==> src/rtl/mux2_rr_arb_if.sv <==
`default_nettype none
// ============================================================================
// mux2_rr_arb_if : requester A/B and downstream C valid/ready bundle (rev 1.0)
// ============================================================================
interface mux2_rr_arb_if #(
  parameter int DATA_WIDTH = 32
);
  logic                  a_valid;
  logic [DATA_WIDTH-1:0] a_data;
  logic                  a_ready;
  logic                  b_valid;
  logic [DATA_WIDTH-1:0] b_data;
  logic                  b_ready;
  logic                  c_valid;
  logic [DATA_WIDTH-1:0] c_data;
  logic                  c_src;
  logic                  c_ready;
`ifdef MUX2_ARB_LOCK_EN
  logic                  a_last;
  logic                  b_last;
`endif

  // Arbiter side
  modport slave (
    input  a_valid, a_data, b_valid, b_data, c_ready,
`ifdef MUX2_ARB_LOCK_EN
    input  a_last, b_last,
`endif
    output a_ready, b_ready, c_valid, c_data, c_src
  );

  // Requester / consumer side
  modport master (
    output a_valid, a_data, b_valid, b_data, c_ready,
`ifdef MUX2_ARB_LOCK_EN
    output a_last, b_last,
`endif
    input  a_ready, b_ready, c_valid, c_data, c_src
  );
endinterface
`default_nettype wire

==> src/rtl/mux2_rr_arb.sv <==
`default_nettype none
// ============================================================================
// mux2_rr_arb : round-robin 2:1 arbiter with one-entry output stage; optional
//               burst locking via MUX2_ARB_LOCK_EN (rev 1.0)
// ============================================================================
module mux2_rr_arb #(
  parameter int DATA_WIDTH = 32
) (
  input  wire logic    clk,
  input  wire logic    rst_n,
  mux2_rr_arb_if.slave bus
);

  typedef enum logic [0:0] {
    ST_EMPTY = 1'b0,
    ST_FULL  = 1'b1
  } state_t;

  state_t                r_state;
  state_t                w_state_nxt;
  logic [DATA_WIDTH-1:0] r_data;
  logic                  r_src;
  logic                  r_prio;
  logic [DATA_WIDTH-1:0] w_word;
  logic                  w_elig_a;
  logic                  w_elig_b;
  logic                  w_gnt_a;
  logic                  w_gnt_b;
  logic                  w_can_load;
  logic                  w_accept;
`ifdef MUX2_ARB_LOCK_EN
  logic                  r_lock;
  logic                  r_lock_a;
  logic                  w_last;
`endif

  always_comb begin
    w_elig_a    = bus.a_valid;
    w_elig_b    = bus.b_valid;
`ifdef MUX2_ARB_LOCK_EN
    // A burst in progress masks the other side, even if it is favoured.
    if (r_lock) begin
      w_elig_a = bus.a_valid & r_lock_a;
      w_elig_b = bus.b_valid & ~r_lock_a;
    end
`endif
    w_gnt_a     = w_elig_a & (~w_elig_b | ~r_prio);
    w_gnt_b     = w_elig_b & (~w_elig_a |  r_prio);
    w_can_load  = rst_n & ((r_state == ST_EMPTY) | bus.c_ready);
    w_accept    = w_can_load & (w_gnt_a | w_gnt_b);
    w_word      = w_gnt_a ? bus.a_data : bus.b_data;
`ifdef MUX2_ARB_LOCK_EN
    w_last      = w_gnt_a ? bus.a_last : bus.b_last;
`endif
    w_state_nxt = r_state;
    if (w_accept) begin
      w_state_nxt = ST_FULL;
    end else if (bus.c_ready) begin
      w_state_nxt = ST_EMPTY;
    end
  end

  always_ff @(posedge clk) begin
    if (!rst_n) begin
      r_state <= ST_EMPTY;
    end else begin
      r_state <= w_state_nxt;
    end
  end

  always_ff @(posedge clk) begin
    if (!rst_n) begin
      r_data   <= '0;
      r_src    <= 1'b0;
      r_prio   <= 1'b0;
`ifdef MUX2_ARB_LOCK_EN
      r_lock   <= 1'b0;
      r_lock_a <= 1'b0;
`endif
    end else if (w_accept) begin
      r_data <= w_word;
      r_src  <= w_gnt_a;
`ifdef MUX2_ARB_LOCK_EN
      // A whole burst counts as one turn: priority moves only on its last beat.
      if (w_last) begin
        r_prio <= w_gnt_a;
        r_lock <= 1'b0;
      end else begin
        r_lock   <= 1'b1;
        r_lock_a <= w_gnt_a;
      end
`else
      r_prio <= w_gnt_a;
`endif
    end
  end

  assign bus.a_ready = w_can_load & w_gnt_a;
  assign bus.b_ready = w_can_load & w_gnt_b;
  assign bus.c_valid = (r_state == ST_FULL);
  assign bus.c_data  = r_data;
  assign bus.c_src   = r_src;

endmodule
`default_nettype wire
==> src/flat_wrapper.sv <==
// flat-port wrapper written by rule: the top's interface ports become plain ports
module mux2_rr_arb_flat 
#(
  parameter int DATA_WIDTH = 32
)
  (clk, rst_n, bus_a_valid, bus_a_data, bus_b_valid, bus_b_data, bus_c_ready, bus_a_ready, bus_b_ready, bus_c_valid, bus_c_data, bus_c_src);
  mux2_rr_arb_if #(.DATA_WIDTH(DATA_WIDTH)) bus_i ();
  input  wire logic clk;
  input  wire logic rst_n;
  input wire logic [$bits(bus_i.a_valid)-1:0] bus_a_valid;
  input wire logic [$bits(bus_i.a_data)-1:0] bus_a_data;
  input wire logic [$bits(bus_i.b_valid)-1:0] bus_b_valid;
  input wire logic [$bits(bus_i.b_data)-1:0] bus_b_data;
  input wire logic [$bits(bus_i.c_ready)-1:0] bus_c_ready;
  output wire logic [$bits(bus_i.a_ready)-1:0] bus_a_ready;
  output wire logic [$bits(bus_i.b_ready)-1:0] bus_b_ready;
  output wire logic [$bits(bus_i.c_valid)-1:0] bus_c_valid;
  output wire logic [$bits(bus_i.c_data)-1:0] bus_c_data;
  output wire logic [$bits(bus_i.c_src)-1:0] bus_c_src;
  assign bus_i.a_valid = bus_a_valid;
  assign bus_i.a_data = bus_a_data;
  assign bus_i.b_valid = bus_b_valid;
  assign bus_i.b_data = bus_b_data;
  assign bus_i.c_ready = bus_c_ready;
  assign bus_a_ready = bus_i.a_ready;
  assign bus_b_ready = bus_i.b_ready;
  assign bus_c_valid = bus_i.c_valid;
  assign bus_c_data = bus_i.c_data;
  assign bus_c_src = bus_i.c_src;
  mux2_rr_arb #(.DATA_WIDTH(DATA_WIDTH)) u_core (.clk(clk), .rst_n(rst_n), .bus(bus_i));
endmodule
==> config.mk <==
export PLATFORM = sky130hd
export DESIGN_NAME = mux2_rr_arb_flat
export DESIGN_NICKNAME = d
export VERILOG_FILES = /design/src/rtl/mux2_rr_arb_if.sv /design/src/rtl/mux2_rr_arb.sv /design/src/flat_wrapper.sv
export SDC_FILE = /design/constraint.sdc
export NUM_CORES = 1
export LEC_CHECK = 0
export BUFFER_PORTS_ARGS = -buffer_cell sky130_fd_sc_hd__buf_2
export CAP_MARGIN = 10
export CORE_UTILIZATION = 41
export CTS_BUF_LIST = sky130_fd_sc_hd__clkbuf_8
export CTS_CLUSTER_SIZE = 10
export DETAILED_ROUTE_END_ITERATION = 6
export PLACE_DENSITY_LB_ADDON = 0.3
export SYNTH_ARGS = -nofsm -noshare
export SYNTH_HDL_FRONTEND = slang
export SYNTH_SLANG_ARGS = --single-unit
==> constraint.sdc <==
create_clock -name clk -period 1.82 [get_ports clk]
set_clock_uncertainty 0.2 [all_clocks]
set_input_delay 0.182 -clock clk [delete_from_list [all_inputs] [get_ports clk]]
set_output_delay 0.182 -clock clk [all_outputs]
set_load 0.01 [all_outputs]
[Word level (Yosys, flattened, before mapping)]
Cells that the tools add are included.
Widths: inputs -> output; s select.
Storage, ports and cells
  word-level logic and storage cells: 21
  bits in read-only memories: 0
  bits in writable memories: 0
  bits in latches: 0
  register bits after elaboration: 34
  memories kept: 0
Cells by class
  shift-type cells: 0
  eq/ne operators: 0
  bitwise logic cells: 14
  reductions and logical operators: 1
  multiply operators: 0
  magnitude comparators: 0
  div/mod/pow operators: 0
  add/sub/neg operators: 0
  multiplexer cells: 3
Operator list (count)
  $mux 32: 1
  $and 1x1->1: 6
  $not 1->1: 4
  $or 1x1->1: 4
  $mux 1: 2
  $reduce_bool 2->1: 1

[Depth between registers and ports, before layout]
Gate-level depths: netlist of run 1.
  depth after elaboration: 6
  depth in mapped cells: 6
  depth with buffers taken out: 3

[Worst setup path before layout of run 1]
OpenSTA, ideal clock, no wires.
  path type: flip-flop to output port
  start: register u_core.bus.c_src (netlist name)
  end: output port bus_b_ready
  arrival time: 1037 ps
  stages on the path, launching flop included: 6
  buffers on the path: 2
  path slack: 401 ps
  cell sequence: dfxtp_1 nand2b_1 buf_6 buf_6 nand3_1 nor2_1
RTL lines
  end: declaration: line flat_wrapper.sv:16  | output wire logic [$bits(bus_i.b_ready)-1:0] bus_b_ready;

==> summary.md, run 1 <==
| Metric | Value |
|---|---|
| Die Area | `~0.0049 mm2` |
| Cell row count | `24` |
| Max-cap violations | `0` |
| Post-detail-place hpwl | `about 3600 um` |
| Placed Instances | `between 300 and 400` |
| Share of cells above drive strength 1 | `roughly 47%` |
| Crit path cell chain | `nand2b_1, buf_4, nand3_1, nor2_1, buf_2` |
| Core Footprint | `0.00438 mm2` |
| Cell with the most instances after synthesis | `nand4b_1` |
| Area growth syn-to-layout | `30.0%` |
| Post-synthesis cell type count | `16` |
| Clock buffers created by TritonCTS | `5` |
| Post-synthesis cell area | `0.00189 mm2` |
| First-pass GRT wire length | `8400 um` |
| TNS Setup | `0 ns` |
| Period utilization | `91.8%` |
| Cell taking the most area after synthesis | `dfxtp_1` |
| CTS root buf | `clkbuf_8` |
| Filler Cell Count | `410` |
| Asr flop ratio synth | `0%` |
| List of most frequent post-synthesis cells | `nand4b_1 (64), dfxtp_1 (34), o2111a_1 (32), buf_6 (10), clkbuf_1 (10)` |
| Residual DRC | `0` |
| Critical Path AT | `around 1.3 ns` |
| M1 GR Usage | `about 29%` |
| Max incr delay on CP | `about 0.36 ns` |
| Yosys reg bits | `34` |
| Port bufs | `around 100` |
| DIE HEIGHT | `roughly 70 um` |
| Worst vdd ir | `about 0.00040 V` |
| Critical path buffer and inverter count | `2` |
| Fin nets | `between 300 and 400` |
| Synth Flop Type | `dfxtp_1` |
| Leak | `approximately 1.1 nW` |
| Routed wire length | `5330 um` |
| Finished Cell Area | `about 0.0025 mm2` |
| Kind of critical path | `reg -> out` |
| Outcome | `finished clean` |
| Synth Instances | `around 170` |
| Hold buffers post-CTS | `0` |
| Routability cong. | `~0.75` |
| Initial DRC Count | `about 140` |
| Die X-Extent | `about 70 um` |
| Antenna fix cells | `0` |
| Final Hold Viols | `0` |
| Grt met3 use | `4.33%` |
| TritonCTS Sinks | `34` |
| Fin util | `56.1%` |
| Pwr/cell area | `between 700 and 800 mW/mm2` |
| CTS tree | `built` |
| Worst min path class | `in -> reg` |
| YS warnings | `0` |
| Slowest CP cell | `dfxtp_2` |
| Synth area leaders | `dfxtp_1 (36%), nand4b_1 (30%), o2111a_1 (19%)` |
| Worst-path clk slew | `0.07 ns` |
| Crit path time final | `1.67 ns` |
| Post-route insts no fill | `about 320` |
| WL/cell | `16.8 um` |
| Setup violators final | `0` |
| Via density | `6.16` |
| Worst setup EP type | `output pin` |
| CP delay by family, top | `flip-flops` |
| Post-route ant nets | `0` |
| Initial Util | `between 40% and 50%` |
| Placed cell area | `roughly 0.0024 mm2` |
| Syn Nets | `about 240` |
| Fmax | `between 0.5 and 0.6 GHz` |
| Top fanout value on the critical path | `14` |
| Rel. slew slack | `73.4%` |
| Post-synthesis average cell area | `10.9 um2` |
| IO Pins | `approximately 110` |
| Worst setup SP type | `flop` |
| Clock latency on the worst-skew pair | `0.27 ns` |
| Overall Global Routing Usage | `between 20% and 30%` |
| Number of synthesized flops with an enable pin | `0` |
| GRT busiest layer | `met2` |
| Overflow after GRT | `0` |
| Initial antenna violation count | `0` |
| Drt first pass iters | `4` |
| Top-area cell type share of the netlist area | `around 36%` |
| Via count | `about 2000` |
| Max Root-Sink Buffers | `2` |
| Sequential share of the synthesized area | `between 30% and 40%` |
| Max Slew Vio Count | `0` |
| Worst endpoint required time | `roughly 1.4 ns` |
| Vias in the first global route | `about 1700` |
| RSZ-0062 raised after global routing | `false` |
| H-tree depth | `2` |
| Routing usage on met2 | `about a third` |
| Slew @ Worst Pin | `0.399 ns` |
| Largest net degree at the start of global routing | `33` |
-- final timing paths --
check,start,endpoint,slack [ns],depth (start not counted)
worst max-delay path,u_core.bus.c_src,bus_b_ready,0.15,5
worst min-delay path,bus_a_data[17],u_core.bus.c_data[17],0.05,3
worst max register to register,u_core.bus.c_valid,u_core.bus.c_data[3],0.35,4
worst min register to register,u_core.bus.c_src,u_core.bus.c_src,0.28,1
-- final cells by class --
class	instances	area (um2)	share of cell area (%)
Clock buffer	6	82.6	3.36
Clock inverter	2	8.76	0.356
Inverter	1	3.75	0.153
Multi-Input combinational cell	108	1000	40.7
Sequential cell	34	682	27.7
Tap cell	52	65.1	2.64
Timing Repair Buffer	115	616	25.0
-- routing by layer --
metal  vias up  share of wire, %
met5         -                 0
met4         0              0.99
met3         6               7.3
met2        97                48
met1       947                43
li1        908                 -
-- power by group --
group          switching, W  internal (W)
clock              0.000272      0.000300
combinational      0.000233      0.000226
sequential        0.0000385      0.000818
-- worst reg2reg max path, delay by kind of cell, from the launching register on --
kind            cells  cell delay (ns)
simple gates        2             0.38
flops               1             0.33
compound gates      1             0.17
buf+inv             1             0.30
-- registers in the layout (all words and copies together), names as in the netlist --
name and cells:
u_core.bus.c_valid 1, u_core.bus.c_data 32, u_core.bus.c_src 1
-- cells in the final DEF, fill, tap and decap left out --
master / count
a21oi_1: 2
a311oi_1: 1
buf_12: 1
buf_2: 104
buf_4: 10
clkbuf_8: 6
clkinv_2: 1
dfxtp_1: 33
dfxtp_2: 1
inv_1: 2
nand2_2: 1
nand2b_1: 1
nand2b_4: 1
nand3_1: 2
nand4b_1: 64
nor2_1: 3
o2111a_1: 32
o21a_4: 1
-- kinds of logic after synthesis --
kind of cell	Yosys count	share of synthesized area [%]
compound gates	36	20.8
buf+inv	31	11.0
flops	34	36.0
simple gates	72	32.1
-- metrics by stage --
step	worst slack, ns	total power (W)	hold slack, ns
floorplan	0.401	0.00116	0.255
global placement	0.350	0.00133	0.313
detailed placement	0.354	0.00133	0.319
CTS	0.0795	0.00190	0.0484
global route	0.0567	0.00199	0.0542
finish	0.149	0.00189	0.0547
-- timing repair --
action,CTS,global route
endpoints found under the setup margin,0,1
resized for setup,0,1
setup buffers,0,0
Power figures use the tool's default switching activity.
==> inputs of run 2 (changes only) <==
--- a/config.mk
+++ b/config.mk
@@ -11,7 +11,7 @@
 export CTS_BUF_LIST = sky130_fd_sc_hd__clkbuf_8
 export CTS_CLUSTER_SIZE = 10
 export DETAILED_ROUTE_END_ITERATION = 6
-export PLACE_DENSITY_LB_ADDON = 0.3
+export PLACE_DENSITY = 0.72
 export SYNTH_ARGS = -nofsm -noshare
 export SYNTH_HDL_FRONTEND = slang
 export SYNTH_SLANG_ARGS = --single-unit
==> summary.md, run 2 (same netlist as run 1, synthesis figures left out) <==
| Metric | Value |
|---|---|
| Critical register-to-register path endpoint | `u_core.bus.c_data[24]` |
| Core Footprint | `0.00438 mm2 (unchanged)` |
| Fmax | `0.603 GHz (+0.76%)` |
| Rel. slew slack | `73.4% (about the same)` |
| Filler Cell Count | `419 (+2.2%)` |
| Hold Startpoint | `rst_n` |
| Outcome | `finished clean` |
| Worst-path clk slew | `0.06 ns (about the same)` |
| Total Power | `0.00188 W (-0.33%)` |
| Worst reg-to-reg path cell count | `4 (unchanged)` |
| Post-cts sizing count | `0 (unchanged)` |
| Initial Util | `43.2% (unchanged)` |
| Via count | `1910 (-2.5%)` |
| Post-detail-place hpwl | `3450 um (-3.4%)` |
| Fin util | `56.0% (-0.086 points)` |
| Worst r2r src | `u_core.bus.c_valid` |
| Max-cap violations | `0 (unchanged)` |
| Post-route ant nets | `0 (unchanged)` |
| Cell row count | `24 (unchanged)` |
| R2R Setup Slk | `0.34 ns (about the same)` |
| Period utilization | `91.1% (-0.69 points)` |
| CTS root buf | `clkbuf_8` |
| Die Area | `0.00489 mm2 (unchanged)` |
| TNS Setup | `0 ns (unchanged)` |
| Area growth syn-to-layout | `29.8%` |
| Drt first pass iters | `4 (unchanged)` |
| Critical Path AT | `1.28 ns (about the same)` |
| First-pass GRT wire length | `8250 um (-1.8%)` |
| Fin nets | `333 (-0.30%)` |
| WL/cell | `16.6 um (-1.2%)` |
| Initial antenna violation count | `0 (unchanged)` |
| Max Root-Sink Buffers | `2 (unchanged)` |
| RSZ-0062 raised after global routing | `false` |
| H-tree depth | `2 (unchanged)` |
| Overflow after GRT | `0 (unchanged)` |
| Hold slack | `0.0186 ns (-0.0361 ns)` |
| Worst min path class | `in -> reg` |
| Max reg flops | `32 (unchanged)` |
| TritonCTS Sinks | `34 (unchanged)` |
| Final Hold Viols | `0 (unchanged)` |
| Slew @ Worst Pin | `0.399 ns (+0.000137 ns)` |
| Share of cells above drive strength 1 | `47.2% (-0.20 points)` |
| Die X-Extent | `69.9 um (unchanged)` |
| Setup violators final | `0 (unchanged)` |
| Clock latency on the worst-skew pair | `0.28 ns (about the same)` |
| Clock buffers created by TritonCTS | `5 (unchanged)` |
| Vias in the first global route | `1757 (+1.6%)` |
| Crit path time final | `1.66 ns (-0.0126 ns)` |
| Via density | `6.03 (-2.1%)` |
| Hold buffers post-CTS | `0 (unchanged)` |
| Top fanout value on the critical path | `15 (+1)` |
| Initial DRC Count | `108 (-24%)` |
| Largest net degree at the start of global routing | `36 (+9.1%)` |
| Commonest non-fill, non-tap cell in the layout | `buf_2` |
| Worst setup EP type | `output pin` |
| Routability cong. | `0.715 (-5.1%)` |
| IO Pins | `105 (unchanged)` |
| CTS tree | `built` |
| Max Slew Vio Count | `0 (unchanged)` |
| Worst setup SP type | `flop` |
| Dpl ws | `0.350 ns (-0.00430 ns)` |
| DIE HEIGHT | `69.9 um (unchanged)` |
| Number of post-CTS setup repair buffers | `0 (unchanged)` |
| Hold depth | `3 (unchanged)` |
| Most frequent cells in the layout | `buf_2 (104), nand4b_1 (64), dfxtp_1 (33)` |
| Leak | `1.06 nW (-0.28%)` |
| Antenna fix cells | `0 (unchanged)` |
| Port bufs | `104 (unchanged)` |
| WHS Endpoint | `u_core.bus.c_src` |
| Pwr/cell area | `766 mW/mm2 (-0.18%)` |
| Post-route setup slack | `0.162 ns (+0.0126 ns)` |
| Worst vdd ir | `0.000385 V (-4.5%)` |
| Worst endpoint required time | `1.44 ns (about the same)` |
| Routed wire length | `5250 um (-1.5%)` |
| Overall Global Routing Usage | `20.8% (-0.52 points)` |
| Kind of critical path | `reg -> out` |
| Residual DRC | `0 (unchanged)` |
-- run 2: cell types whose count changed in the layout (fill, tap and decap cells not counted) --
cell and change:
buf_4 -2, buf_6 +1
-- run 2: how the worst max path moves through the flow --
stage	cells after the start	startpoint	end	slack, ns
after floorplan	5	u_core.bus.c_src	bus_b_ready	0.40
after global placement	4	u_core.bus.c_valid	u_core.bus.c_data[15]	0.37
after detailed placement	4	u_core.bus.c_valid	u_core.bus.c_data[26]	0.35
after CTS	5	u_core.bus.c_src	bus_b_ready	0.07
after global routing	5	u_core.bus.c_src	bus_b_ready	0.07
final	5	u_core.bus.c_src	bus_b_ready	0.16
-- run 2: report_power, final --
group          leakage (nW)  switching [W]  total (W)  internal, W
logic                 0.726       0.000232   0.000458     0.000226
registers             0.284      0.0000392   0.000858     0.000818
clock network        0.0524       0.000265   0.000565     0.000299
total                  1.06       0.000537    0.00188      0.00134
-- run 2: area by class of cell --
type / instances / area (um2) / share of cell area [%]
inverter: 1 / 3.75 / 0.153
sequential: 34 / 682 / 27.8
multi-input combinational: 108 / 1000 / 40.8
clock inverter: 2 / 8.76 / 0.357
tap: 52 / 65.1 / 2.65
timing repair buffer: 114 / 612 / 24.9
clock buffer: 6 / 82.6 / 3.36
-- run 2: worst max-delay path, cell delays in order (launching register included) --
cell and delay (ns):
dfxtp_2 0.36, nand2b_1 0.14, buf_6 0.17, nand3_1 0.09, nor2_1 0.10, buf_2 0.13
-- run 2: stage by stage --
stage / cell area (um2) / std cells
2_1_floorplan: 1890 / 173
3_3_place_gp: 2360 / 309
3_5_place_dp: 2360 / 309
4_1_cts: 2450 / 317
5_1_grt: 2460 / 317
6_report: 2460 / 317
-- run 2: routing by layer --
layer	vias to the layer above	wire length [um]	global-route usage (%)
li1	905	-	-
met1	917	2340	28.1
met2	84	2500	33.4
met3	4	364	4.18
met4	0	41	6.44
met5	-	0	0
==> inputs of run 3 (changes only) <==
--- a/config.mk
+++ b/config.mk
@@ -12,6 +12,7 @@
 export CTS_CLUSTER_SIZE = 10
 export DETAILED_ROUTE_END_ITERATION = 6
 export PLACE_DENSITY = 0.72
+export RECOVER_POWER = 100
 export SYNTH_ARGS = -nofsm -noshare
 export SYNTH_HDL_FRONTEND = slang
 export SYNTH_SLANG_ARGS = --single-unit
==> summary.md, run 3 (same netlist as run 1, synthesis figures left out) <==
| Metric | Value |
|---|---|
| Overflow after GRT | `0 (unchanged)` |
| Area taken by multi-input logic gates | `0.00100 mm2 (unchanged)` |
| Via density | `6.09 (+1.1%)` |
| Worst r2r src | `u_core.bus.c_valid` |
| Core Footprint | `0.00438 mm2 (unchanged)` |
| Crit path cell chain | `nand2b_1, buf_4, nand3_1, nor2_1, buf_2` |
| DRT met1 WL | `2400 um (+2.5%)` |
| Initial antenna violation count | `0 (unchanged)` |
| Die X-Extent | `69.9 um (unchanged)` |
| Total Power | `0.00186 W (-1.2%)` |
| Critical Path AT | `1.30 ns (+0.02 ns)` |
| Clock latency on the worst-skew pair | `0.28 ns (about the same)` |
| Outcome | `finished clean` |
| TritonCTS Sinks | `34 (unchanged)` |
| Die Area | `0.00489 mm2 (unchanged)` |
| Critical path buffer and inverter count | `2 (unchanged)` |
| IO Pins | `105 (unchanged)` |
| Worst setup EP type | `output pin` |
| Rel. slew slack | `72.2% (-1.2 points)` |
| Largest net degree at the start of global routing | `36 (unchanged)` |
| DIE HEIGHT | `69.9 um (unchanged)` |
| CTS root buf | `clkbuf_8` |
| Port bufs | `104 (unchanged)` |
| Most frequent cells in the layout | `buf_2 (70), nand4b_1 (64), clkbuf_1 (34)` |
| Antenna fix cells | `0 (unchanged)` |
| Fin util | `54.9% (-1.1 points)` |
| Routed wire length | `5280 um (+0.59%)` |
| Routability cong. | `0.715 (unchanged)` |
| Via count | `1931 (+1.1%)` |
| CP delay by family, top | `flip-flops` |
| First-pass GRT wire length | `8250 um (unchanged)` |
| Kind of critical path | `reg -> out` |
| Max Root-Sink Buffers | `2 (unchanged)` |
| Max layer used | `met4` |
| TNS Setup | `0 ns (unchanged)` |
| Overall Global Routing Usage | `20.8% (unchanged)` |
| Cell row count | `24 (unchanged)` |
| Vias in the first global route | `1757 (unchanged)` |
| Max reg flops | `32 (unchanged)` |
| DR WL met3 | `370 um (+1.6%)` |
| Crit path from | `u_core.bus.c_src` |
| Setup violators final | `0 (unchanged)` |
| WL met2 | `2470 um (-1.4%)` |
| Area growth syn-to-layout | `27.2%` |
| Max Slew Vio Count | `0 (unchanged)` |
| Drt first pass iters | `6 (+2)` |
| Leak | `0.939 nW (-12%)` |
| Register cell area after layout | `682 um2 (unchanged)` |
| H-tree depth | `2 (unchanged)` |
| Post-detail-place hpwl | `3450 um (unchanged)` |
| Slew @ Worst Pin | `0.417 ns (+0.0175 ns)` |
| Crit path time final | `1.69 ns (+0.0274 ns)` |
| R2R Setup Slk | `0.18 ns (-0.16 ns)` |
| Hold Startpoint | `rst_n` |
| Worst endpoint required time | `1.44 ns (about the same)` |
| CTS tree | `built` |
| Initial DRC Count | `121 (+12%)` |
| Pwr/cell area | `772 mW/mm2 (+0.82%)` |
| Period utilization | `92.6% (+1.5 points)` |
| Hold buffers post-CTS | `0 (unchanged)` |
| Worst setup SP type | `flop` |
| Commonest non-fill, non-tap cell in the layout | `buf_2` |
| Initial Util | `43.2% (unchanged)` |
| Max-cap violations | `0 (unchanged)` |
| Worst min path class | `in -> reg` |
| Fin nets | `333 (unchanged)` |
| Final Hold Viols | `0 (unchanged)` |
| Top fanout value on the critical path | `15 (unchanged)` |
| Residual DRC | `0 (unchanged)` |
| Clock buffers created by TritonCTS | `5 (unchanged)` |
| Worst-path clk slew | `0.06 ns (about the same)` |
| WL/cell | `16.6 um (+0.59%)` |
| Share of cells above drive strength 1 | `34.3% (-13 points)` |
| Max incr delay on CP | `0.36 ns (about the same)` |
| Fmax | `0.593 GHz (-1.6%)` |
| Post-route ant nets | `0 (unchanged)` |
| Filler Cell Count | `428 (+2.1%)` |
| Worst vdd ir | `0.000375 V (-2.6%)` |
| RSZ-0062 raised after global routing | `false` |
| Slowest CP cell | `dfxtp_2` |
## run 3: cell types whose count changed in the layout (fill, tap and decap cells not counted), sizes merged
| cell | previous run | this run |
|---|---|---|
| clkbuf | 6 | 41 |
| buf | 114 | 79 |
## run 3: path summary, 6_finish.rpt
path | to | cells past startpoint
setup / recovery | bus_b_ready | 5
setup reg to reg | u_core.bus.c_data[4] | 4
hold reg to reg | u_core.bus.c_src | 1
hold / removal | u_core.bus.c_src | 3
## run 3: area by class of cell
class	instances	area share, %
Clock inverter	2	0.364
Clock buffer	6	3.43
Timing Repair Buffer	114	23.4
Inverter	1	0.156
Tap cell	52	2.70
Sequential cell	34	28.3
Multi-Input combinational cell	108	41.6
## run 3: what timing repair did
action,in CTS,in global routing
hold endpoints to repair,0,0
setup endpoints to repair,0,1
resized for setup,0,2
buffers inserted,0,0
## run 3: tightest hold or removal path, stage by stage
cell and delay (ns):
buf_2 0.11, inv_1 0.10, a311oi_1 0.05
## run 3: report_power, final
part	leakage [nW]	internal (W)	switching [W]	total, W
Combinational	0.603	0.000205	0.000233	0.000437
Sequential	0.284	0.000819	0.0000413	0.000860
Clock	0.0524	0.000299	0.000261	0.000561
Total	0.939	0.00132	0.000535	0.00186
## run 3: per-stage QoR
stage	instance area, um2	setup slack [ns]	std cells	hold WS [ns]
final	2410	0.134	317	0.0186
after global routing	2410	0.0323	317	0.0281
after CTS	2450	0.0724	317	0.0102
after detailed placement	2360	0.350	309	0.301
after global placement	2360	0.370	309	0.312
after floorplan	1890	0.401	173	0.255
## run 3: metal layers
metal,vias to the layer above,GRT usage (%)
met5,-,0
met4,0,6.44
met3,4,4.18
met2,81,33.4
met1,937,28.1
li1,909,-
